--- config.mk ---
export PLATFORM = sky130hd
export DESIGN_NAME = uart_tx_fifo_flat
export DESIGN_NICKNAME = d
export VERILOG_FILES = /design/src/rtl/uart_pkg.sv /design/src/rtl/uart_tx_fifo_if.sv /design/src/rtl/sync_fifo.sv /design/src/rtl/uart_tx_fifo.sv /design/src/flat_wrapper.sv
export SDC_FILE = /design/constraint.sdc
export NUM_CORES = 1
export LEC_CHECK = 0
export CAP_MARGIN = 20
export CORE_MARGIN = 1
export CORE_UTILIZATION = 32
export DETAILED_ROUTE_END_ITERATION = 12
export SYNTH_ARGS = -nofsm -noshare
export SYNTH_HDL_FRONTEND = slang
export SYNTH_SLANG_ARGS = --single-unit
--- constraint.sdc ---
create_clock -name clk -period 5.1 [get_ports clk]
set_input_delay 0.51 -clock clk [delete_from_list [all_inputs] [get_ports clk]]
set_output_delay 0.51 -clock clk [all_outputs]
set_load 0.03 [all_outputs]
--- src/rtl/uart_pkg.sv ---
// Shared types and constants for the UART transmit buffer.
// Launch FSM encoding, data width and default buffer depth.
package uart_pkg;

  localparam int UART_DATA_W   = 8;
  localparam int DEFAULT_DEPTH = 16;

  localparam logic [1:0] ST_IDLE      = 2'd0;
  localparam logic [1:0] ST_LAUNCH    = 2'd1;
  localparam logic [1:0] ST_WAIT_BUSY = 2'd2;
  localparam logic [1:0] ST_WAIT_DONE = 2'd3;

  typedef enum logic [1:0] {
    IDLE      = ST_IDLE,
    LAUNCH    = ST_LAUNCH,
    WAIT_BUSY = ST_WAIT_BUSY,
    WAIT_DONE = ST_WAIT_DONE
  } tx_state_e;

endpackage

--- src/rtl/uart_tx_fifo_if.sv ---
// Host-write and uart_top launch signals of the transmit buffer.
// The slave side is the buffer; the master side drives it.
interface uart_tx_fifo_if
  import uart_pkg::*;
#(
  parameter int DEPTH = DEFAULT_DEPTH
) ();

  localparam int ADDR_W = $clog2(DEPTH);

  logic                   wr_en;
  logic [UART_DATA_W-1:0] wr_data;
  logic                   full;
  logic                   empty;
  logic [ADDR_W:0]        count;
  logic                   overflow;
  logic                   tx_start;
  logic [UART_DATA_W-1:0] tx_data;
  logic                   tx_busy;

  modport slave (
    input  wr_en,
    input  wr_data,
    input  tx_busy,
    output full,
    output empty,
    output count,
    output overflow,
    output tx_start,
    output tx_data
  );

  modport master (
    output wr_en,
    output wr_data,
    output tx_busy,
    input  full,
    input  empty,
    input  count,
    input  overflow,
    input  tx_start,
    input  tx_data
  );

endinterface

--- src/rtl/sync_fifo.sv ---
// Single-clock FIFO with registered occupancy flags.
// Full is judged before a same-cycle pop, so a write into a full buffer is refused.
module sync_fifo
  import uart_pkg::*;
#(
  parameter  int DEPTH  = DEFAULT_DEPTH,
  parameter  int WIDTH  = UART_DATA_W,
  localparam int ADDR_W = $clog2(DEPTH)
) (
  input  logic              clk,
  input  logic              rst,
  input  logic              wr_en_i,
  input  logic [WIDTH-1:0]  wr_data_i,
  input  logic              rd_en_i,
  output logic [WIDTH-1:0]  rd_data_o,
  output logic              full_o,
  output logic              empty_o,
  output logic [ADDR_W:0]   count_o,
  output logic              overflow_o
);

  localparam logic [ADDR_W:0] FULL_CNT = (ADDR_W+1)'(DEPTH);

  logic [WIDTH-1:0]  mem_q [DEPTH];
  logic [ADDR_W-1:0] wr_ptr_q, wr_ptr_d;
  logic [ADDR_W-1:0] rd_ptr_q, rd_ptr_d;
  logic [ADDR_W:0]   count_q, count_d;
  logic              full_q, full_d;
  logic              empty_q, empty_d;
  logic              overflow_q, overflow_d;
  logic              wr_ok;
  logic              rd_ok;

  assign wr_ok = wr_en_i & ~full_q;
  assign rd_ok = rd_en_i & ~empty_q;

  // Next pointers, occupancy and flags; pointers wrap by width.
  always_comb begin
    wr_ptr_d   = wr_ptr_q;
    rd_ptr_d   = rd_ptr_q;
    count_d    = count_q;
    overflow_d = wr_en_i & full_q;
    if (wr_ok) wr_ptr_d = wr_ptr_q + 1'b1;
    if (rd_ok) rd_ptr_d = rd_ptr_q + 1'b1;
    unique case ({wr_ok, rd_ok})
      2'b10:   count_d = count_q + 1'b1;
      2'b01:   count_d = count_q - 1'b1;
      default: count_d = count_q;
    endcase
    full_d  = (count_d == FULL_CNT);
    empty_d = (count_d == '0);
  end

  // Control state; a reset flushes the buffer.
  always_ff @(posedge clk or posedge rst) begin
    if (rst) begin
      wr_ptr_q   <= '0;
      rd_ptr_q   <= '0;
      count_q    <= '0;
      full_q     <= 1'b0;
      empty_q    <= 1'b1;
      overflow_q <= 1'b0;
    end else begin
      wr_ptr_q   <= wr_ptr_d;
      rd_ptr_q   <= rd_ptr_d;
      count_q    <= count_d;
      full_q     <= full_d;
      empty_q    <= empty_d;
      overflow_q <= overflow_d;
    end
  end

  // Data storage without reset so it maps onto distributed RAM.
  always_ff @(posedge clk) begin
    if (wr_ok) mem_q[wr_ptr_q] <= wr_data_i;
  end

  assign rd_data_o  = mem_q[rd_ptr_q];
  assign full_o     = full_q;
  assign empty_o    = empty_q;
  assign count_o    = count_q;
  assign overflow_o = overflow_q;

endmodule

--- src/rtl/uart_tx_fifo.sv ---
// Transmit byte buffer feeding uart_top one byte per frame.
// A launch waits for tx_busy to rise and fall before the next pop.
module uart_tx_fifo
  import uart_pkg::*;
#(
  parameter  int DEPTH  = DEFAULT_DEPTH,
  localparam int ADDR_W = $clog2(DEPTH)
) (
  input logic           clk,
  input logic           rst,
  uart_tx_fifo_if.slave bus
);

  tx_state_e              state_q;
  logic                   tx_start_q;
  logic [UART_DATA_W-1:0] tx_data_q;
  logic                   pop;
  logic [UART_DATA_W-1:0] rd_data;
  logic                   fifo_full;
  logic                   fifo_empty;
  logic [ADDR_W:0]        fifo_count;
  logic                   fifo_ovf;

  assign pop = (state_q == IDLE) & ~fifo_empty;

  sync_fifo #(
    .DEPTH (DEPTH),
    .WIDTH (UART_DATA_W)
  ) u_fifo (
    .clk        (clk),
    .rst        (rst),
    .wr_en_i    (bus.wr_en),
    .wr_data_i  (bus.wr_data),
    .rd_en_i    (pop),
    .rd_data_o  (rd_data),
    .full_o     (fifo_full),
    .empty_o    (fifo_empty),
    .count_o    (fifo_count),
    .overflow_o (fifo_ovf)
  );

  // Launch FSM: pop and pulse, then track one full busy window.
  always_ff @(posedge clk or posedge rst) begin
    if (rst) begin
      state_q    <= IDLE;
      tx_start_q <= 1'b0;
      tx_data_q  <= '0;
    end else begin
      unique case (state_q)
        IDLE: begin
          if (!fifo_empty) begin
            tx_start_q <= 1'b1;
            tx_data_q  <= rd_data;
            state_q    <= LAUNCH;
          end
        end
        LAUNCH: begin
          tx_start_q <= 1'b0;
          state_q    <= WAIT_BUSY;
        end
        WAIT_BUSY: begin
          if (bus.tx_busy) state_q <= WAIT_DONE;
        end
        WAIT_DONE: begin
          if (!bus.tx_busy) state_q <= IDLE;
        end
        default: begin
          tx_start_q <= 1'b0;
          state_q    <= IDLE;
        end
      endcase
    end
  end

  assign bus.full     = fifo_full;
  assign bus.empty    = fifo_empty;
  assign bus.count    = fifo_count;
  assign bus.overflow = fifo_ovf;
  assign bus.tx_start = tx_start_q;
  assign bus.tx_data  = tx_data_q;

endmodule

--- src/flat_wrapper.sv ---
// flat-port wrapper written by rule: the top's interface ports become plain ports
module uart_tx_fifo_flat import uart_pkg::*;
#(
  parameter  int DEPTH  = DEFAULT_DEPTH,
  localparam int ADDR_W = $clog2(DEPTH)
)
  (clk, rst, bus_wr_en, bus_wr_data, bus_tx_busy, bus_full, bus_empty, bus_count, bus_overflow, bus_tx_start, bus_tx_data);
  uart_tx_fifo_if #(.DEPTH(DEPTH)) bus_i ();
  input logic clk;
  input logic rst;
  input wire logic [$bits(bus_i.wr_en)-1:0] bus_wr_en;
  input wire logic [$bits(bus_i.wr_data)-1:0] bus_wr_data;
  input wire logic [$bits(bus_i.tx_busy)-1:0] bus_tx_busy;
  output wire logic [$bits(bus_i.full)-1:0] bus_full;
  output wire logic [$bits(bus_i.empty)-1:0] bus_empty;
  output wire logic [$bits(bus_i.count)-1:0] bus_count;
  output wire logic [$bits(bus_i.overflow)-1:0] bus_overflow;
  output wire logic [$bits(bus_i.tx_start)-1:0] bus_tx_start;
  output wire logic [$bits(bus_i.tx_data)-1:0] bus_tx_data;
  assign bus_i.wr_en = bus_wr_en;
  assign bus_i.wr_data = bus_wr_data;
  assign bus_i.tx_busy = bus_tx_busy;
  assign bus_full = bus_i.full;
  assign bus_empty = bus_i.empty;
  assign bus_count = bus_i.count;
  assign bus_overflow = bus_i.overflow;
  assign bus_tx_start = bus_i.tx_start;
  assign bus_tx_data = bus_i.tx_data;
  uart_tx_fifo #(.DEPTH(DEPTH)) u_core (.clk(clk), .rst(rst), .bus(bus_i));
endmodule
==> flow_summary.toml, run 1 <==
[outcome]
status = "complete, no violations"

[setup_path]
worstPathArrival_ps = 3330
reg2reg_slack_ps = 2100
critPathCaptureType = "flop"
path_class = "reg -> reg"
reg2reg_depth = 11
cp_max_fo = 24
critPathRequiredTime_ps = 5430
r2r-end = "u_core.u_fifo.full_o$_DFF_PP0_"
reg2reg_from = "u_core.state_q[0]$_DFFE_PP0P_"
startpoint_type = "flop"

[drt]
dr.pass1.iters = 5
vias = 3130
routed_wl_um = 12150
wire_per_inst_um = 18.69
antenna_left = 0
dr.first_iter.drc_count = 169
drc = 0
vias_per_cell = 4.815

[cts]
cts_tree = "done"
cts-root-buf = "clkbuf_16"
cts_buffer_depth = 2
path_clk_slew_ps = 60
cts_setup_buffers = 0
htreeDepth = 4
worstSkewPairLatency_ps = 420
cts_hold_buffers = 0
post_cts_resized = 0
cts_buffers = 17
clkSinkCount = 155

[timing]
tns_ps = 0
finalCritPeriodShare_pct = 58.87
finalHoldViolations = 0
grt_setup_unrepaired = "false"
fin_skew_ps = 13.35
fin_crit_ps = 3002
slew_headroom_pct = 33.09
finalMaxSlewViolations = 0
timing.hold.ws_ps = 423.5
max_freq_mhz = 333.1
tightest_slew_ps = 1004
setup_viol = 0

[min_path]
holdCritPathClass = "in -> async"

[layout]
nets = 396
insertedDiodeCount = 0
final_layout_size_suffix_gt1_share_pct = 19.22
areaGrowthSynthToFinish_pct = 17.83
fill_cells = 1821

[floorplan]
rows = 51
dieArea_um2 = 20550
die_x_um = 143.4
core_area_um2 = 19530
start_util_pct = 32.74
die_h_um = 143.4
boundaryPins = 29

[synth]
synth_top_family_by_area = "multiplexers"
syn-instance-count = 341
synth_compound_area_share_pct = 3.268
async_flop_share_pct = 17.42
synth_warnings = 0
yosys-top-cells-area = "edfxtp_1 60%, dfrtp_1 10%, mux4_2 8.5%"
yosys_register_bits = 155
ys_types = 45
yosys.area.top_type_share_pct = 60.12
synthAdderAreaFrac_pct = 2.348
syn-mean-instance-area_um2 = 18.75
synth_edf_count = 128
syn_nets = 365
synth.largest_area_cell = "edfxtp_1"
yosysSeqAreaShare_pct = 70.70
synthFlopType = "edfxtp_1"
synthXorXnorAreaFrac_pct = 1.370
synth.mux.area_fraction_pct = 14.74
netlist_area_um2 = 6394
yosys.area_share.simple_pct = 5.499

[global_routing]
grt_pass1_vias = 3268
grt_use_total_pct = 13.04
antenna_found_initial = 0
grt_overflow_total = 0
grt_first_pass_wirelength_um = 18710
grt_max_degree = 36

[power]
vdd_drop_max_mv = 0.2415
intPower_mw = 3.016
comb_power_share_pct = 30.7
seqPwrFrac_pct = 41.0
p_leak_nw = 2.568
swShare_pct = 32.11
powerDensity_nw_per_um2 = 589.7
clockPowerShare_pct = 28.4
switching_power_mw = 1.427

[placed_design]
hpwl_um = 7360
port_buffers = 28
globalplace.congestion = 0.7993

[flow_run]
maxCapViolations = 0
-- Yosys cell counts, drive strengths merged (3+ instances only) --
library cell and number:
a21oi 4, a221o 8, and2 18, buf 7
clkbuf 11, dfrtp 26, edfxtp 128, ha 12
inv 8, mux2 9, mux2i 9, mux4 32
nand2 11, nand3 3, nor2 4, nor3 11
o21ai 5, xnor2 8
-- cell usage in the layout (no fill, tap or decap), types with 11 or more instances in the layout --
cell type        count
edfxtp_1           128
clkdlybuf4s50_1     28
mux4_2              24
dfrtp_1             24
and2_1              18
clkbuf_16           17
ha_1                12
nand2_1             11
nor3_1              11
-- how the worst max path moves through the flow --
stage / slack [ps] / to / startpoint / cells past startpoint
after floorplan: 2520 / u_core.u_fifo.full_o$_DFF_PP0_ / u_core.u_fifo.full_o$_DFF_PP0_ / 10
after global placement: 2140 / u_core.u_fifo.empty_o$_DFF_PP1_ / bus_wr_en / 9
after detailed placement: 2070 / u_core.u_fifo.full_o$_DFF_PP0_ / bus_wr_en / 10
after CTS: 2100 / u_core.u_fifo.full_o$_DFF_PP0_ / u_core.state_q[0]$_DFFE_PP0P_ / 11
after global routing: 1830 / u_core.u_fifo.full_o$_DFF_PP0_ / u_core.state_q[0]$_DFFE_PP0P_ / 11
final: 2100 / u_core.u_fifo.full_o$_DFF_PP0_ / u_core.state_q[0]$_DFFE_PP0P_ / 11
-- power groups by stage --
stage / combinational (mW) / sequential [mW] / clock (mW)
after floorplan: 1.02 / 1.81 / 0
after global placement: 1.35 / 1.85 / 0
after detailed placement: 1.38 / 1.85 / 0
after CTS: 1.38 / 1.83 / 1.28
after global routing: 1.49 / 1.85 / 1.33
final: 1.36 / 1.82 / 1.26
-- logic make-up after synthesis --
logic type      Yosys count
fa+ha+maj                12
xor+xnor                 10
buf+inv                  26
flops                   155
simple gates             61
mux                      50
compound gates           27
-- per-stage QoR --
stage,cells,total power [mW],cell area [µm²],util [%],setup WS (ps)
5_1_grt,650,4.679,7533,38.58,1834
6_report,650,4.442,7533,38.58,2098
4_1_cts,649,4.488,7506,38.44,2104
3_5_place_dp,617,3.229,6913,35.40,2069
2_1_floorplan,341,2.832,6394,-,2525
3_3_place_gp,617,3.194,6913,35.40,2141
-- flip-flops by register name (all words and copies together) (netlist names) --
signal	flops
u_core.u_fifo.mem_q	128
u_core.bus.tx_data	8
u_core.u_fifo.count_o	5
u_core.u_fifo.rd_ptr_q	4
u_core.u_fifo.wr_ptr_q	4
u_core.state_q	2
u_core.bus.tx_start	1
u_core.u_fifo.empty_o	1
u_core.u_fifo.full_o	1
u_core.u_fifo.overflow_o	1
-- layer usage --
metal | vias up | routed length, µm | track usage [%]
li1 | 1431 | - | -
met5 | - | 0 | 0
met3 | 11 | 540 | 3.599
met1 | 1617 | 5276 | 15.84
met4 | 0 | 119 | 5.263
met2 | 71 | 6212 | 21.95
-- cell type report --
class	instances	area, µm²	share of cell area (%)
Sequential cell	155	4523	60.04
Multi-Input combinational cell	160	1740	23.10
Clock buffer	20	456.7	6.062
Tap cell	265	331.6	4.401
Timing Repair Buffer	30	315.3	4.185
Clock inverter	12	136.4	1.810
Inverter	8	30.03	0.3986
-- critical path, cell delays in order (launching register included) --
cell      delay (ps)
dfrtp_1          420
inv_1            120
ha_1             230
nand2b_2         310
nor2_1           280
xor2_1           180
ha_1             250
nand2_1           90
a211o_1          280
a21o_1           180
or3_1            340
a211oi_1         240
Power figures use the tool's default switching activity.
==> run 2: changes to the inputs <==
==> constraint.sdc (replaced) <==
create_clock -name clk -period 2.8 [get_ports clk]
set_input_delay 0.28 -clock clk [delete_from_list [all_inputs] [get_ports clk]]
set_output_delay 0.28 -clock clk [all_outputs]
set_load 0.03 [all_outputs]
==> flow_summary.toml, run 2 (synthesis results as in run 1) <==
[drt]
drc = 0
vias = 3196
dr.pass1.iters = 4
routed_wl_um = 12430
antenna_left = 0
dr.first_iter.drc_count = 170
wire_per_inst_um = 19.01
vias_per_cell = 4.887

[global_routing]
grt_first_pass_wirelength_um = 18970
grt_pass1_vias = 3259
antenna_found_initial = 0
grt_overflow_total = 0
grt_use_total_pct = 13.16
grt_max_degree = 35

[setup_path]
crit_top_cell = "ha_2"
cp_num_buf_inv = 1
crit_family = "simple AND/OR/NAND/NOR gates"
r2r-end = "u_core.u_fifo.empty_o$_DFF_PP1_"
cp_max_fo = 7
reg2reg_from = "u_core.state_q[0]$_DFFE_PP0P_"
crit_chain = "inv_1, ha_2, nand2b_2, nor2_4, xor2_1, ha_2, or4b_1, a21oi_1, and3b_1, nor4bb_1"
reg2reg_slack_ps = 130
path_class = "reg -> reg"
slowest_stage = "or4b_1"
critical_path.max_stage_delay_ps = 460
worstPathArrival_ps = 2990
startpoint_type = "flop"
reg2reg_depth = 10
critPathCaptureType = "flop"
critPathRequiredTime_ps = 3120

[layout]
final_layout_size_suffix_gt1_share_pct = 19.79
areaGrowthSynthToFinish_pct = 17.96
regMostFlops = "u_core.u_fifo.mem_q"
insertedDiodeCount = 0
seq_area_um2 = 4522
layout_commonest_cell = "edfxtp_1"
final_util_pct = 38.63
layout_common_cells = "128 x edfxtp_1, 28 x clkdlybuf4s50_1, 25 x dfrtp_1, 24 x mux4_2, 18 x and2_1"
fill_cells = 1799
design_area_um2 = 7542
multi_input_area_um2 = 1753
largest_reg_flops = 128
nets = 402

[floorplan]
die_x_um = 143.4
boundaryPins = 29
dieArea_um2 = 20550
core_area_um2 = 19530
start_util_pct = 32.74
rows = 51
die_h_um = 143.4

[cts]
cts_hold_buffers = 0
path_clk_slew_ps = 60
cts-root-buf = "clkbuf_16"
cts_buffer_depth = 2
cts_tree = "done"
worstSkewPairLatency_ps = 420
cts_setup_buffers = 0
cts_buffers = 17
clkSinkCount = 155
htreeDepth = 4

[timing]
timing.hold.ws_ps = 249.8
finalMaxSlewViolations = 0
fin_skew_ps = 13.41
setup_slack_ps = 133.5
setup_viol = 0
fin_crit_ps = 2667
slew_headroom_pct = 58.87
finalHoldViolations = 0
finalCritPeriodShare_pct = 95.23
tightest_slew_ps = 616.3
max_freq_mhz = 375.0

[min_path]
holdCritPathClass = "in -> async"

[power]
p_leak_nw = 2.572
vdd_drop_max_mv = 0.4708
powerDensity_nw_per_um2 = 1075

[placed_design]
dp_slack_ps = 40.67
port_buffers = 28
dpl_cell_area_um2 = 6977
hpwl_um = 7704
globalplace.congestion = 0.7939

[flow_run]
maxCapViolations = 0

[outcome]
status = "complete, no violations"
[run 2: layer usage]
| metal | track usage, % | wire length [µm] |
|---|---|---|
| met4 | 4.703 | 113 |
| met2 | 21.69 | 6332 |
| met1 | 16.20 | 5437 |
| met3 | 4.265 | 547 |
| met5 | 0 | 0 |
[run 2: worst max path at each step]
stage	from	endpoint	slack (ps)	depth (start not counted)
2_1_floorplan	u_core.u_fifo.full_o$_DFF_PP0_	u_core.u_fifo.full_o$_DFF_PP0_	220	10
3_3_place_gp	bus_wr_en	u_core.u_fifo.full_o$_DFF_PP0_	140	10
3_5_place_dp	bus_wr_en	u_core.u_fifo.full_o$_DFF_PP0_	40	10
6_report	u_core.state_q[0]$_DFFE_PP0P_	u_core.u_fifo.empty_o$_DFF_PP1_	130	10
5_1_grt	u_core.state_q[0]$_DFFE_PP0P_	u_core.u_fifo.full_o$_DFF_PP0_	-8	11
4_1_cts	u_core.state_q[0]$_DFFE_PP0P_	u_core.u_fifo.full_o$_DFF_PP0_	60	11
[run 2: worst reg2reg max path, stage by stage (launching register included)]
cell      delay (ps)
dfrtp_1          410
inv_1            130
ha_2             230
nand2b_2         150
nor2_4           160
xor2_1           160
ha_2             300
or4b_1           460
a21oi_1          110
and3b_1          200
nor4bb_1         280
[run 2: per-stage QoR]
step                      TNS, ps  std cells  power [mW]
after detailed placement        0        624       5.990
after global routing       -8.394        654       8.497
after floorplan                 0        341       5.158
after CTS                       0        654       8.172
final                           0        654       8.111
after global placement          0        624       5.914
[run 2: layout make-up]
type,count,area share (%)
sequential,155,59.95
multi-input combinational,160,23.24
clock buffer,19,5.740
timing repair buffer,36,4.678
tap,265,4.396
clock inverter,11,1.593
inverter,8,0.3981
[run 2: power breakdown]
group          switching, mW  internal [mW]
clock network          0.883           1.30
registers              0.265           2.90
logic                   1.46           1.30
total                   2.60           5.51
[run 2: timing repair]
| item | CTS | global route |
|---|---|---|
| hold endpoints to repair | 0 | 0 |
| gates resized for setup | 0 | 4 |
| endpoints found under the setup margin | 0 | 2 |
